`config.mk`:
```
export PLATFORM = sky130hd
export DESIGN_NAME = mem_arbiter
export DESIGN_NICKNAME = d
export VERILOG_FILES = /design/src/rtl/mem_arbiter.sv
export SDC_FILE = /design/constraint.sdc
export NUM_CORES = 1
export LEC_CHECK = 0
export BUFFER_PORTS_ARGS = -buffer_cell sky130_fd_sc_hd__buf_2
export CAP_MARGIN = 10
export CORE_AREA = 2 2 157 159
export DETAILED_ROUTE_END_ITERATION = 10
export DIE_AREA = 0 0 159 161
export SYNTH_ARGS = -nofsm -noshare
export SYNTH_HDL_FRONTEND = slang
export SYNTH_SLANG_ARGS = --single-unit
export TNS_END_PERCENT = 20
```
`constraint.sdc`:
```
create_clock -name clk -period 3.7 [get_ports clk]
set_clock_uncertainty 0.05 [all_clocks]
set_input_delay 1.11 -clock clk [delete_from_list [all_inputs] [get_ports clk]]
set_output_delay 1.11 -clock clk [all_outputs]
set_load 0.05 [all_outputs]
```
`src/rtl/mem_arbiter.sv`:
```
// Round-robin arbiter that shares one simple_memory request port among NUM_PORTS cache controllers.
// Optional feature: define ARB_TIMEOUT_EN to abort a stalled transaction after 15 BUSY cycles.
module mem_arbiter #(
  parameter int NUM_PORTS = 4,
  parameter int ADDR_W    = 32,
  parameter int DATA_W    = 32
) (
  input  logic                        clk,
  input  logic                        rst,
  input  logic [NUM_PORTS-1:0]        req_i,
  input  logic [NUM_PORTS*ADDR_W-1:0] addr_i,
  input  logic [NUM_PORTS*DATA_W-1:0] wdata_i,
  input  logic [NUM_PORTS-1:0]        we_i,
  output logic [NUM_PORTS-1:0]        gnt_o,
  output logic [NUM_PORTS-1:0]        done_o,
  output logic [DATA_W-1:0]           rdata_o,
  output logic                        err_o,
  output logic                        mem_req,
  output logic [ADDR_W-1:0]           mem_addr,
  output logic [DATA_W-1:0]           mem_wdata,
  output logic                        mem_we,
  input  logic [DATA_W-1:0]           mem_rdata,
  input  logic                        mem_ready
);

  localparam int PW = (NUM_PORTS > 1) ? $clog2(NUM_PORTS) : 1;

  typedef enum logic [1:0] {IDLE, BUSY, DONE} state_e;

  state_e                state_q, state_d;
  logic [PW-1:0]         rr_ptr_q, rr_ptr_d;
  logic [PW-1:0]         winner_q, winner_d;
  logic [NUM_PORTS-1:0]  gnt_q, gnt_d;
  logic [NUM_PORTS-1:0]  done_q, done_d;
  logic [DATA_W-1:0]     rdata_q, rdata_d;
  logic                  mem_req_q, mem_req_d;
  logic [ADDR_W-1:0]     mem_addr_q, mem_addr_d;
  logic [DATA_W-1:0]     mem_wdata_q, mem_wdata_d;
  logic                  mem_we_q, mem_we_d;

  logic                  pick_found;
  logic [PW-1:0]         pick_idx;
  logic [PW-1:0]         cand;

`ifdef ARB_TIMEOUT_EN
  logic [3:0]            tmo_q, tmo_d;
  logic                  err_q, err_d;
`endif

  function automatic logic [PW-1:0] next_ptr(input logic [PW-1:0] w);
    if (int'(w) == NUM_PORTS - 1) return '0;
    return w + PW'(1);
  endfunction

  // First requesting port at or above rr_ptr, wrapping past the top port.
  always_comb begin
    pick_found = 1'b0;
    pick_idx   = '0;
    cand       = '0;
    for (int i = 0; i < NUM_PORTS; i++) begin
      cand = PW'((int'(rr_ptr_q) + i) % NUM_PORTS);
      if (!pick_found && req_i[cand]) begin
        pick_found = 1'b1;
        pick_idx   = cand;
      end
    end
  end

  always_comb begin
    state_d     = state_q;
    rr_ptr_d    = rr_ptr_q;
    winner_d    = winner_q;
    gnt_d       = gnt_q;
    done_d      = '0;
    rdata_d     = rdata_q;
    mem_req_d   = mem_req_q;
    mem_addr_d  = mem_addr_q;
    mem_wdata_d = mem_wdata_q;
    mem_we_d    = mem_we_q;
`ifdef ARB_TIMEOUT_EN
    tmo_d       = tmo_q;
    err_d       = 1'b0;
`endif

    unique case (state_q)
      IDLE: begin
        if (pick_found) begin
          winner_d        = pick_idx;
          gnt_d           = '0;
          gnt_d[pick_idx] = 1'b1;
          mem_req_d       = 1'b1;
          mem_addr_d      = addr_i[pick_idx*ADDR_W +: ADDR_W];
          mem_wdata_d     = wdata_i[pick_idx*DATA_W +: DATA_W];
          mem_we_d        = we_i[pick_idx];
          state_d         = BUSY;
`ifdef ARB_TIMEOUT_EN
          tmo_d           = '0;
`endif
        end
      end

      BUSY: begin
        if (mem_ready) begin
          mem_req_d        = 1'b0;
          gnt_d            = '0;
          rdata_d          = mem_rdata;
          done_d[winner_q] = 1'b1;
          rr_ptr_d         = next_ptr(winner_q);
          state_d          = DONE;
        end
`ifdef ARB_TIMEOUT_EN
        else begin
          tmo_d = tmo_q + 4'd1;
          // Give up once the counter reaches 15; the requester sees an error completion.
          if (tmo_d == 4'd15) begin
            mem_req_d        = 1'b0;
            gnt_d            = '0;
            rdata_d          = '0;
            done_d[winner_q] = 1'b1;
            err_d            = 1'b1;
            rr_ptr_d         = next_ptr(winner_q);
            state_d          = DONE;
          end
        end
`endif
      end

      DONE: state_d = IDLE;

      default: state_d = IDLE;
    endcase
  end

  always_ff @(posedge clk) begin
    if (rst) begin
      state_q     <= IDLE;
      rr_ptr_q    <= '0;
      winner_q    <= '0;
      gnt_q       <= '0;
      done_q      <= '0;
      rdata_q     <= '0;
      mem_req_q   <= 1'b0;
      mem_addr_q  <= '0;
      mem_wdata_q <= '0;
      mem_we_q    <= 1'b0;
`ifdef ARB_TIMEOUT_EN
      tmo_q       <= '0;
      err_q       <= 1'b0;
`endif
    end else begin
      state_q     <= state_d;
      rr_ptr_q    <= rr_ptr_d;
      winner_q    <= winner_d;
      gnt_q       <= gnt_d;
      done_q      <= done_d;
      rdata_q     <= rdata_d;
      mem_req_q   <= mem_req_d;
      mem_addr_q  <= mem_addr_d;
      mem_wdata_q <= mem_wdata_d;
      mem_we_q    <= mem_we_d;
`ifdef ARB_TIMEOUT_EN
      tmo_q       <= tmo_d;
      err_q       <= err_d;
`endif
    end
  end

  assign gnt_o     = gnt_q;
  assign done_o    = done_q;
  assign rdata_o   = rdata_q;
  assign mem_req   = mem_req_q;
  assign mem_addr  = mem_addr_q;
  assign mem_wdata = mem_wdata_q;
  assign mem_we    = mem_we_q;
`ifdef ARB_TIMEOUT_EN
  assign err_o     = err_q;
`else
  assign err_o     = 1'b0;
`endif

endmodule

```
==> run_results.csv <==
group,metric,value,unit
run_status,status,"completed",
power,p_leak,0.003960,uW
cts,cts.clk_slew.worst_paths,0.09,ns
cells_and_area,syn_to_final_growth,44.00,%
cts,ctsResizeCount,0,
global_routing,antenna_found_initial,3,
detailed_routing,drt_iter0_markers,579,
cts,cts_setup_buffers,0,
detailed_routing,ant_nets,0,
cts,h-tree-depth,3,
cts,cts.sinks,112,
worst_setup_path,cpMaxStageDelayCell,"a211oi_4",
placed_design,dp_slack,0.5765,ns
synth,synth-edff-count,0,
floorplan,die_height,161,um
run,drv_cap,0,
floorplan,die_area,0.02560,sq mm
sta,worst_slack,0.9475,ns
synth,yosys-top-cells-count,"112 x dfxtp_1, 75 x nand2_1, 71 x nor2_1",
detailed_routing,viasPerCell,5.098,
worst_setup_path,crit_arrival,2.94,ns
sta,hold_viol_final,0,
sta,fin_crit_sh,74.39,%
global_routing,grt_pass1_vias,6997,
cts,clock_latency,0.36,ns
cts,numCtsBuffers,9,
cells_and_area,fin_util,36.07,%
power,total_power,3689,uW
cells_and_area,stdcell_area,0.008645,sq mm
detailed_routing,drt-total-wl,25640,um
synth,synthArstFlopShare,0,%
global_routing,grt_pass1_wl,39050,um
synth,synthesis.area,0.006003,sq mm
global_routing,overflow,0,
floorplan,rows,57,
worst_setup_path,path_max_fanout,32,
sta,fmax,363.3,MHz
placed_design,detailed_place_hpwl,18570,um
synth,ys.flop_type,"dfxtp_1",
detailed_routing,drc,0,
placed_design,gp_congestion,0.8761,
synth,yosysWarnings,0,
floorplan,start_util,25.05,%
placed_design,port_buffers,404,
global_routing,grt_start_max_net_pins,62,
synth,synthTopCellsByArea,"dfxtp_1 37%, a221oi_1 7.7%, a211oi_1 6.6%",
floorplan,die_w,159,um
worst_setup_path,cp_cell_sequence,"buf_2 > buf_4 > o21ai_0 > a211oi_4 > buf_12 > nor2_1 > buf_4 > mux2i_1 > o41ai_1",
worst_setup_path,max_stage_delay,0.27,ns
global_routing,track_usage,19.04,%
worst_setup_path,required,3.89,ns
worst_setup_path,worstSetupStartpoint,"req_i[3]",
worst_setup_path,crit_top_cell,"buf_4",
synth,yosysMostFrequentCell,"dfxtp_1",
detailed_routing,drt-wirelength-per-cell,17.77,um
power,ir_drop,0.2367,mV
power,p_per_area,426.7,mW/mm^2
detailed_routing,dr.pass1.iters,5,
sta,report.final.slew_viol_count,0,
cts,clockBufferDepth,2,
synth,synth.top_cell.area_share,37.35,%
floorplan,core,0.02396,sq mm
detailed_routing,num_vias,7356,
cells_and_area,drive_above_1_share,40.91,%
cells_and_area,layout.nets,1415,
cts,ctsHoldBuffers,0,
cells_and_area,fillers,2583,
worst_hold_path,hp-start,"rdata_o[31]",
sta,fin_setup_tns,0,ns
synth,yosysSeqAreaShare,37.35,%
worst_setup_path,startpoint_type,"input port",
synth,synth_area_per_cell,7.899,sq um
cts,cts_tree,"yes",
synth,synth.distinct_cells,40,
worst_setup_path,r2r-start,"rr_ptr_q[1]",
cts,cts_root_buf,"clkbuf_16",
worst_setup_path,cp-end-kind,"flop",
floorplan,pin_count,406,
synth,synth_nets,1063,
sta,setup_viol,0,
sta,rsz0062_at_grt,"false",
synth,yosys.area.top_type,"dfxtp_1",
cells_and_area,seqCellArea,0.002242,sq mm
placed_design,dpl_cell_area,0.008339,sq mm
cells_and_area,multi_input_area,0.003401,sq mm
synth,ys_ff_latch,112,
worst_hold_path,min_path_type,"flop to flop",
synth,syn_inst,760,
sta,slew_headroom,45.42,%
sta,period_minus_slack,2.753,ns
sta,worst_slew_pin_slew,0.8186,ns
worst_setup_path,criticalPathCategory,"input port to flop",
per-layer routing:
layer	track usage (%)	share of wire, %
met1	23.65	41
met2	32.73	49
met3	4.931	7.6
met4	5.289	1.7
met5	0	0.043
state kept, by name (all words and copies together) (netlist names):
signal / count
mem_addr: 32
mem_wdata: 32
rdata_o: 32
done_o: 4
gnt_o: 4
rr_ptr_q: 2
state_q: 2
winner_q: 2
mem_req: 1
mem_we: 1
power by group:
part	internal (uW)	leakage [uW]	switching (uW)
Sequential	1320	0.000924	60.0
Combinational	416	0.00289	887
Clock	479	0.000147	524
Total	2220	0.00396	1470
stage by stage:
stage / hold WS, ns / instances
finish: 0.4037 / 1443
floorplan: 0.4040 / 760
detailed placement: 0.3946 / 1425
global placement: 0.3885 / 1425
global route: 0.4262 / 1443
CTS: 0.4075 / 1441
cells in the final DEF (no fill, tap or decap), types with 2 or more instances in the layout:
cell type / n
nor2b_1: 3
clkinv_8: 2
nor2_1: 70
a221oi_1: 53
mux2i_1: 12
diode_2: 2
nand3_1: 70
o21bai_1: 3
ha_1: 4
and2_1: 5
nor2b_2: 2
o41ai_1: 12
buf_4: 19
a311o_1: 12
a211oi_1: 53
inv_1: 3
nand2_1: 74
a21oi_1: 43
buf_12: 6
o21ai_1: 2
dfxtp_1: 112
nor3_1: 2
nand4_1: 13
clkbuf_16: 9
o21ai_0: 54
clkinv_4: 2
a21o_1: 53
buf_2: 403
worst max-delay path, delay by kind of cell:
family / cells / cell delay [ns]
simple gates: 1 / 0.06
mux: 1 / 0.14
compound gates: 3 / 0.73
buf+inv: 4 / 0.88
logic make-up (layout without fill, tap and decap cells):
kind of cell,count (synthesis),in the layout,share of synthesized area [%]
buffers and inverters,90,447,6.357
adders and majority gates,4,4,0.8337
other,1,3,0.06247
AOI/OAI and AO/OA,293,293,34.81
muxes,12,12,2.001
and+or+nand+nor,248,248,18.59
DFF,112,112,37.35
path summary, 6_finish.rpt:
kind                            slack, ns  cells past startpoint       endpoint
worst max-delay path                 0.95                      9  mem_wdata[22]
worst min-delay path                 0.40                      2    rdata_o[31]
worst max register to register       1.46                      7  mem_wdata[22]
worst min register to register       0.40                      2    rdata_o[31]
cell type report:
class / count / share of cell area (%)
Antenna cell: 2 / 0.05790
Clock buffer: 9 / 2.605
Clock inverter: 7 / 0.8684
Inverter: 3 / 0.1303
Multi-Input combinational cell: 558 / 39.34
Sequential cell: 112 / 25.94
Tap cell: 324 / 4.690
Timing Repair Buffer: 428 / 26.37
Note: power is estimated with default switching activity, not from simulation.
